<file path="config.mk">
export PLATFORM = sky130hd
export DESIGN_NAME = uart_boot_loader
export DESIGN_NICKNAME = d
export VERILOG_FILES = /design/src/rtl/uart_boot_loader_pkg.sv /design/src/rtl/uart_boot_loader.sv
export SDC_FILE = /design/constraint.sdc
export NUM_CORES = 1
export LEC_CHECK = 0
export ABC_AREA = 1
export CAP_MARGIN = 20
export CORE_ASPECT_RATIO = 1.75
export CORE_MARGIN = 5
export CORE_UTILIZATION = 51
export CTS_CLUSTER_DIAMETER = 50
export DETAILED_ROUTE_END_ITERATION = 12
export HOLD_SLACK_MARGIN = 0.06
export PLACE_DENSITY = 0.75
export SETUP_SLACK_MARGIN = 0.02
export SYNTH_ARGS = -nofsm -noshare
export SYNTH_HDL_FRONTEND = slang
export SYNTH_SLANG_ARGS = --single-unit
</file>
<file path="constraint.sdc">
create_clock -name clock -period 1.9 [get_ports clock]
set_input_delay 0.19 -clock clock [delete_from_list [all_inputs] [get_ports clock]]
set_output_delay 0.19 -clock clock [all_outputs]
set_load 0.05 [all_outputs]
</file>
<file path="src/rtl/uart_boot_loader_pkg.sv">
// Shared types and protocol constants for the UART boot loader.
// Frame bytes, reply codes and FSM state encoding.
package uart_boot_loader_pkg;

   typedef enum logic [2:0] {
      S_IDLE,
      S_ADDR,
      S_DATA,
      S_WRITE,
      S_REPLY,
      S_RUN
   } state_t;

   localparam logic [7:0] CMD_WRITE = 8'h01;
   localparam logic [7:0] CMD_BOOT  = 8'h02;
   localparam logic [7:0] ACK       = 8'h06;
   localparam logic [7:0] NAK       = 8'h15;

endpackage

</file>
<file path="src/rtl/uart_boot_loader.sv">
// Byte-stream loader: fills instruction memory from write frames,
// acknowledges each frame, and releases the core on a boot frame.
module uart_boot_loader
   import uart_boot_loader_pkg::*;
#(
   parameter int ADDR_WIDTH = 14,
   parameter int TIMEOUT    = 1048575
) (
   input  logic                  clock,
   input  logic                  reset,
   input  logic                  in_canGet,
   input  logic [7:0]            in_getData,
   output logic                  in_get,
   output logic                  out_canGet,
   output logic [7:0]            out_getData,
   input  logic                  out_get,
   output logic                  imem_write,
   output logic [ADDR_WIDTH-1:0] imem_addr,
   output logic [31:0]           imem_data,
   output logic                  cpu_run,
   output logic [7:0]            err_count
);

   localparam int TW = $clog2(TIMEOUT + 1);

   state_t        state_q;
   state_t        state_n;
   logic [1:0]    byte_cnt_q;
   logic [31:0]   addr_q;
   logic [31:0]   data_q;
   logic [TW-1:0] idle_q;
   logic          in_frame;
   logic          idle_hit;
   logic          addr_ok;
   logic          last_data;
   logic          err_inc;

   assign in_frame  = (state_q == S_ADDR) || (state_q == S_DATA);
   assign in_get    = in_canGet &&
                      ((state_q == S_IDLE) || in_frame);
   assign idle_hit  = in_frame && !in_get &&
                      (idle_q == TW'(TIMEOUT - 1));
   assign last_data = (state_q == S_DATA) && in_get &&
                      (byte_cnt_q == 2'd3);
   // Word aligned and inside the addressable memory window.
   assign addr_ok   = (addr_q[1:0] == 2'b00) &&
                      ((addr_q >> (ADDR_WIDTH + 2)) == 32'd0);

   always_comb begin
      state_n = state_q;
      err_inc = 1'b0;
      unique case (state_q)
         S_IDLE: begin
            if (in_canGet) begin
               if (in_getData == CMD_WRITE)
                  state_n = S_ADDR;
               else if (in_getData == CMD_BOOT)
                  state_n = S_RUN;
               else
                  err_inc = 1'b1;
            end
         end
         S_ADDR: begin
            if (in_canGet) begin
               if (byte_cnt_q == 2'd3)
                  state_n = S_DATA;
            end else if (idle_hit) begin
               state_n = S_IDLE;
               err_inc = 1'b1;
            end
         end
         S_DATA: begin
            if (in_canGet) begin
               if (byte_cnt_q == 2'd3)
                  state_n = S_WRITE;
            end else if (idle_hit) begin
               state_n = S_IDLE;
               err_inc = 1'b1;
            end
         end
         S_WRITE: begin
            state_n = S_REPLY;
            err_inc = !addr_ok;
         end
         S_REPLY: begin
            if (out_get)
               state_n = S_IDLE;
         end
         S_RUN: state_n = S_RUN;
         default: state_n = S_IDLE;
      endcase
   end

   always_ff @(posedge clock or negedge reset) begin
      if (!reset) begin
         state_q     <= S_IDLE;
         byte_cnt_q  <= 2'd0;
         addr_q      <= 32'd0;
         data_q      <= 32'd0;
         idle_q      <= '0;
         imem_write  <= 1'b0;
         imem_addr   <= '0;
         imem_data   <= 32'd0;
         out_canGet  <= 1'b0;
         out_getData <= 8'd0;
         cpu_run     <= 1'b0;
         err_count   <= 8'd0;
      end else begin
         state_q <= state_n;

         if (in_get || idle_hit || !in_frame)
            idle_q <= '0;
         else
            idle_q <= idle_q + TW'(1);

         if (!in_frame || idle_hit)
            byte_cnt_q <= 2'd0;
         else if (in_get)
            byte_cnt_q <= byte_cnt_q + 2'd1;

         // Little-endian: shift new bytes in from the top.
         if (in_get && state_q == S_ADDR)
            addr_q <= {in_getData, addr_q[31:8]};
         if (in_get && state_q == S_DATA)
            data_q <= {in_getData, data_q[31:8]};

         imem_write <= last_data && addr_ok;
         if (last_data && addr_ok) begin
            imem_addr <= addr_q[ADDR_WIDTH+1:2];
            imem_data <= {in_getData, data_q[31:8]};
         end

         out_canGet <= (state_n == S_REPLY);
         if (state_q == S_WRITE)
            out_getData <= addr_ok ? ACK : NAK;

         cpu_run <= cpu_run || (state_n == S_RUN);

         if (err_inc && err_count != 8'hFF)
            err_count <= err_count + 8'd1;
      end
   end

endmodule

</file>
==> impl_metrics.py, run 1 <==
metrics = {
    "synth": {
        "synth_top_family_by_area": "simple AND/OR/NAND/NOR gates",
        "yosys-top-cells-count": "nand2_1, dfrtp_1, o21ai_0",
        "synthCells": 660,
        "synth_seq_area_share_pct": 59.3,
        "ys_types": 34,
        "async_flop_share_pct": 100,
        "synth_compound_area_share_pct": 9.93,
        "netlist.area_leader.share_pct": 59.3,
        "synthAdderAreaFrac_pct": 0.842,
        "syn_area_um2": 5950,
        "synth_top_area_cell": "dfrtp_1",
        "synth_edf_count": 0,
        "avgSynthCellArea_um2": 9.01,
        "synth_mux_area_share_pct": 0.189,
        "ys_warn_count": 0,
        "synthFlopType": "dfrtp_1",
        "synth.area.top_cells": "dfrtp_1, nand2_1, o21ai_0",
        "synthSimpleGateAreaFrac_pct": 20.2,
        "synth_seq_cells": 141,
        "yosysMostFrequentCell": "nand2_1",
        "synth-xor-area-share_pct": 2.50,
    },
    "placed_design": {
        "routabilityCongestion": 0.915,
        "portBuffers": 73,
        "place_area_um2": 6860,
        "hpwl_mm": 8.89,
        "dpl.cell_count": 856,
        "dpl_worst_slack_ns": 0.0256,
    },
    "clock_tree": {
        "cts_sinks": 141,
        "clk_pin_slew_ns": 0.06,
        "cts-buffers-inserted": 17,
        "post_cts_buffers": 0,
        "cts.htree.levels": 4,
        "cts_tree": "yes",
        "root_buffer": "clkbuf_16",
        "ctsLongestPathBuffers": 2,
        "clk_latency_ns": 0.41,
    },
    "routing": {
        "initialDrtViolationCount": 224,
        "ant_nets": 0,
        "wl_mm": 12.9,
        "wl_per_cell_um": 14.5,
        "via_per_inst": 5.18,
        "firstDrtPassIters": 5,
        "vias": 4606,
        "drc": 0,
    },
    "power_and_ir_drop": {
        "power_density_nw_per_um2": 865,
        "p_sw_mw": 1.39,
        "pwr-share-clk_pct": 50.3,
        "seqPwrFrac_pct": 47.1,
        "power.internal_mw": 5.08,
        "p_comb_share_pct": 2.6,
        "vdd_drop_max_mv": 0.605,
        "p_leak_nw": 3.59,
        "switching_share_pct": 21.4,
        "total_power_mw": 6.47,
    },
    "run": {
        "max-cap-violations": 0,
    },
    "floorplanning": {
        "die_y_um": 153,
        "die-area_um2": 14000,
        "rows": 52,
        "num_io_pins": 78,
        "initial_core_util_pct": 51.6,
        "die_w_um": 91.6,
        "core_area_um2": 11500,
    },
    "global_routing": {
        "grtUsageTotal_pct": 19.3,
        "antenna_found_initial": 0,
        "grt_pass1_vias": 4806,
        "grt-ovfl-total": 0,
        "grt_pass1_wl_mm": 21.9,
        "grt_max_degree": 88,
    },
    "final_layout": {
        "fin_nets": 757,
        "stdcell_count": 889,
        "multi_input_area_um2": 2040,
        "area_growth_pct": 25.8,
        "final-seq-area_um2": 3530,
        "antennaDiodeCount": 0,
        "utilization_pct": 64.9,
        "drive_gt1_share_pct": 9.68,
        "finalInstanceArea_um2": 7480,
        "fillers": 895,
    },
    "critical_path": {
        "cp-start-kind": "flop",
        "cp_slowest_cell": "clkdlybuf4s50_1",
        "timing.rr.start": "idle_q[0]$_DFF_PN0_",
        "end_kind": "output port",
        "crit_path_start": "imem_data[29]$_DFFE_PN0P_",
        "critPathRequiredTime_ns": 1.71,
        "crit_buf_inv": 1,
        "critical_path_class": "reg2out",
        "cp_max_fo": 2,
        "max_stage_delay_ns": 0.83,
        "path_cells": "clkdlybuf4s50_1",
        "arrival_ns": 1.65,
        "crit_family": "buffers and inverters",
    },
    "sta": {
        "drv_slew": 0,
        "finalHoldViolations": 0,
        "worst_slack_ns": 0.0558,
        "tightest_slew_ns": 0.527,
        "tns_ns": 0,
        "period_share_pct": 97.1,
        "setup_viol": 0,
        "max_freq_mhz": 542,
        "period_needed_ns": 1.84,
        "slew-limit-headroom_pct": 64.8,
        "finClkSkew_ns": 0.00814,
        "hold-worst-slack_ns": 0.298,
        "rsz0062_at_grt": "yes",
    },
    "hold_path": {
        "hold_path.class": "in2async",
    },
    "run_status": {
        "outcome": "complete, no violations",
    },
}
-- worst paths after layout --
| check | endpoint | slack, ns | depth (start not counted) |
|---|---|---|---|
| setup reg to reg | err_count[4]$_DFFE_PN0P_ | 0.18 | 11 |
| hold / removal | addr_q[27]$_DFFE_PN0P_ | 0.30 | 2 |
| hold reg to reg | cpu_run$_DFF_PN0_ | 0.47 | 2 |
| min in group clock | data_q[31]$_DFFE_PN0P_ | 0.43 | 3 |
| setup / recovery | imem_data[29] | 0.06 | 1 |
| max in group asynchronous | imem_addr[7]$_DFFE_PN0P_ | 0.98 | 3 |
-- placed cells by master (no fill, tap or decap), types with 3 or more instances in the layout --
master           count
nand2_1            180
clkinvlp_4           4
clkinv_2             3
clkdlybuf4s50_1     65
conb_1               4
nand4_1              6
a21oi_1             13
buf_4                9
nand3_1             26
buf_12               4
ha_1                 4
o21ai_2             10
dlymetal6s2s_1       4
o21ai_1             10
inv_1               65
xnor2_1              5
nor3_1               4
nor2_1              63
clkbuf_16           17
o21ai_0             70
dfrtp_1            141
inv_2                5
xor2_1              12
-- cells by family (layout without fill, tap and decap cells) --
kind of cell,Yosys count,count (layout)
adders and majority gates,4,4
other,1,4
buffers and inverters,97,188
AOI/OAI and AO/OA,108,108
xor gates and xnor gates,17,17
and+or+nand+nor,291,291
muxes,1,1
DFF,141,141
-- repair_timing --
action | 4_1_cts | 5_1_grt
hold buffers | 1 | 0
gates resized for setup | 2 | 6
endpoints found under the setup margin | 2 | 11
endpoints found under the hold margin | 46 | 0
-- layout make-up --
cell class,instances,area share [%]
Inverter,70,3.51
Multi-Input combinational cell,425,27.3
Clock buffer,19,6.06
Clock inverter,13,1.87
Timing Repair Buffer,86,11.9
Tap cell,135,2.26
Sequential cell,141,47.2
-- routing by layer --
metal	vias up	part of all wire (%)	track usage (%)
met5	-	0	0
met4	0	2.2	8.06
met3	18	3.8	4.03
met2	115	55	35.4
met1	2232	39	21.4
li1	2241	-	-
-- power by group through the flow --
stage               registers [mW]  clock network (mW)  logic (mW)
detailed placement            3.10                   0       0.170
global placement              3.10                   0       0.165
global route                  3.05                3.44       0.195
CTS                           3.04                3.31       0.174
finish                        3.04                3.26       0.170
floorplan                     3.10                   0      0.0619
-- registers in the layout, summed over array words and instances (netlist names) --
signal       cells
imem_write       1
addr_q          32
cpu_run          1
out_getData      3
err_count        8
idle_q          20
state_q          3
out_canGet       1
imem_addr       14
imem_data       32
data_q          24
byte_cnt_q       2
(Power assumes the default switching activity.)
==> run 2: changes to the inputs <==
CORE_MARGIN = 2   (was 5)
DONT_BUFFER_PORTS = 1   (was default)
PLACE_DENSITY = 0.66   (was 0.75)
==> run 2 against run 1 <==
Net effect: the run now ends with hold timing left; global-route usage up 1.5 points; clock-buffer cell count up 2; clock power up 6.7%; clock skew about the same; final area down 8.2%; combinational power down 47%; via count down 9.0%; register-to-register slack worse by 0.02 ns; first-iteration DRC count up 30%; sequential share of layout area up 4.2 points; utilization down 5.0 points; die area down 10%.
==> impl_metrics.py, run 2 (synthesis gave the netlist of run 1 again) <==
metrics = {
    "run_status": {
        "outcome": "complete, but fails checks",
        "violations": "hold timing",
    },
    "sta": {
        "max_freq_mhz": 576,
        "finClkSkew_ns": 0.00779,
        "drv_slew": 0,
        "period_share_pct": 91.4,
        "tightest_slew_ns": 0.548,
        "rsz0062_at_grt": "no",
        "setup_viol": 0,
        "slew-limit-headroom_pct": 63.5,
        "finalHoldViolations": 141,
        "hold-worst-slack_ns": -0.532,
        "period_needed_ns": 1.74,
        "tns_ns": 0,
    },
    "critical_path": {
        "worst_r2r_endpoint": "err_count[3]$_DFFE_PN0P_",
        "timing.rr.start": "idle_q[0]$_DFF_PN0_",
        "reg2reg_slack_ns": 0.16,
        "max_stage_delay_ns": 0.41,
        "arrival_ns": 2.04,
        "critical_path.most_common_cell": "nand2_1",
        "crit_family": "simple AND/OR/NAND/NOR gates",
        "cp_max_fo": 9,
        "path_cells": "inv_1, ha_1, nand2_1, nor2_1, nand2_1, nor2_1, nand2_1, nand3_2, nand2_2, nand2_1, nand2_1",
        "critical_path_class": "reg2reg",
        "crit_buf_inv": 1,
        "end_kind": "flop",
        "critPathRequiredTime_ns": 2.20,
        "worst-r2r-cell-count": 11,
        "cp-start-kind": "flop",
        "cp_slowest_cell": "dfrtp_1",
    },
    "clock_tree": {
        "ctsLongestPathBuffers": 2,
        "holdBufCountCts": 9,
        "cts_sinks": 141,
        "post_cts_buffers": 0,
        "cts.htree.levels": 4,
        "clk_pin_slew_ns": 0.06,
        "cts-buffers-inserted": 17,
        "root_buffer": "clkbuf_16",
        "clk_latency_ns": 0.41,
        "cts_tree": "yes",
    },
    "floorplanning": {
        "rows": 52,
        "core_area_um2": 11500,
        "initial_core_util_pct": 51.9,
        "die_w_um": 85.6,
        "die_y_um": 147,
        "die-area_um2": 12600,
        "num_io_pins": 78,
    },
    "final_layout": {
        "fin_nets": 697,
        "multi_input_area_um2": 2040,
        "layout_commonest_cell": "nand2_1",
        "finalInstanceArea_um2": 6860,
        "fillers": 985,
        "final-seq-area_um2": 3530,
        "utilization_pct": 59.9,
        "mostFrequentLayoutCells": "nand2_1, dfrtp_1, o21ai_0",
        "area_growth_pct": 15.4,
        "antennaDiodeCount": 0,
        "largest_registers": "addr_q x32, imem_data x32, data_q x24",
        "drive_gt1_share_pct": 10.5,
    },
    "power_and_ir_drop": {
        "power_density_nw_per_um2": 964,
        "p_leak_nw": 3.31,
        "p_comb_share_pct": 1.4,
        "p_sw_mw": 1.30,
        "power.internal_mw": 5.32,
        "switching_share_pct": 19.6,
        "vdd_drop_max_mv": 0.748,
        "pwr-share-clk_pct": 52.6,
        "seqPwrFrac_pct": 46.0,
        "total_power_mw": 6.62,
    },
    "global_routing": {
        "grt_pass1_vias": 4239,
        "grtUsageTotal_pct": 20.8,
        "grt_pass1_wl_mm": 20.5,
        "grt-ovfl-total": 0,
        "antenna_found_initial": 0,
        "grt_max_degree": 142,
    },
    "placed_design": {
        "routabilityCongestion": 0.884,
        "place_area_um2": 6140,
        "hpwl_mm": 8.16,
        "portBuffers": 0,
    },
    "routing": {
        "firstDrtPassIters": 4,
        "initialDrtViolationCount": 291,
        "ant_nets": 0,
        "vias": 4190,
        "wl_mm": 12.0,
        "drc": 0,
        "via_per_inst": 5.06,
        "wl_per_cell_um": 14.5,
    },
    "run": {
        "max-cap-violations": 0,
    },
    "hold_path": {
        "hold_path.class": "in2async",
    },
}
[run 2: cell types whose count changed in the layout (fill, tap and decap cells not counted), sizes merged]
cell	previous run	this run
clkdlybuf4s50	65	0
dlygate4sd3	1	9
dlymetal6s2s	4	0
buf	14	17
bufinv	2	4
clkbuf	19	21
clkinv	5	3
clkinvlp	4	2
dlygate4sd2	2	0
inv	72	71
[run 2: final cells by class]
type / instances / area share (%)
Sequential cell: 141 / 51.4
Timing Repair Buffer: 26 / 3.54
Tap cell: 135 / 2.46
Clock inverter: 10 / 2.37
Clock buffer: 21 / 6.71
Multi-Input combinational cell: 425 / 29.7
Inverter: 70 / 3.83
[run 2: layer usage]
layer  up-vias  wire length, µm  part of all wire [%]  global-route usage, %
met4         0              180                   1.5                   6.83
met5         -                0                     0                      0
li1       2120                -                     -                      -
met3        13              530                   4.4                   6.52
met2        66             6390                    53                   35.3
met1      1991             4930                    41                   25.0
[run 2: worst max-delay path by stage]
stage	start	endpoint	slack [ns]	cells after the start
6_report	idle_q[0]$_DFF_PN0_	err_count[3]$_DFFE_PN0P_	0.16	11
4_1_cts	state_q[2]$_DFF_PN0_	in_get	0.14	4
5_1_grt	idle_q[0]$_DFF_PN0_	err_count[6]$_DFFE_PN0P_	0.03	11
3_5_place_dp	idle_q[0]$_DFF_PN0_	err_count[3]$_DFFE_PN0P_	0.16	11
3_3_place_gp	idle_q[0]$_DFF_PN0_	err_count[7]$_DFFE_PN0P_	0.25	11
2_1_floorplan	err_count[0]$_DFFE_PN0P_	err_count[6]$_DFFE_PN0P_	0.10	7
[run 2: stage by stage]
| step | setup WS, ns | instances |
|---|---|---|
| 6_report | 0.164 | 828 |
| 3_5_place_dp | 0.162 | 788 |
| 2_1_floorplan | 0.105 | 663 |
| 3_3_place_gp | 0.250 | 788 |
| 5_1_grt | 0.0272 | 828 |
| 4_1_cts | 0.140 | 828 |
[run 2: power by group through the flow]
| stage | sequential, mW | clock, mW | combinational, mW |
|---|---|---|---|
| floorplan | 3.10 | 0 | 0.0619 |
| global placement | 3.10 | 0 | 0.0663 |
| detailed placement | 3.10 | 0 | 0.0679 |
| CTS | 3.04 | 3.54 | 0.0910 |
| global route | 3.05 | 3.69 | 0.101 |
| finish | 3.04 | 3.48 | 0.0894 |
[run 2: repair_timing]
| item | in CTS | in global routing |
|---|---|---|
| gates resized for setup | 0 | 2 |
| endpoints found under the setup margin | 0 | 2 |
| endpoints found under the hold margin | 168 | 141 |
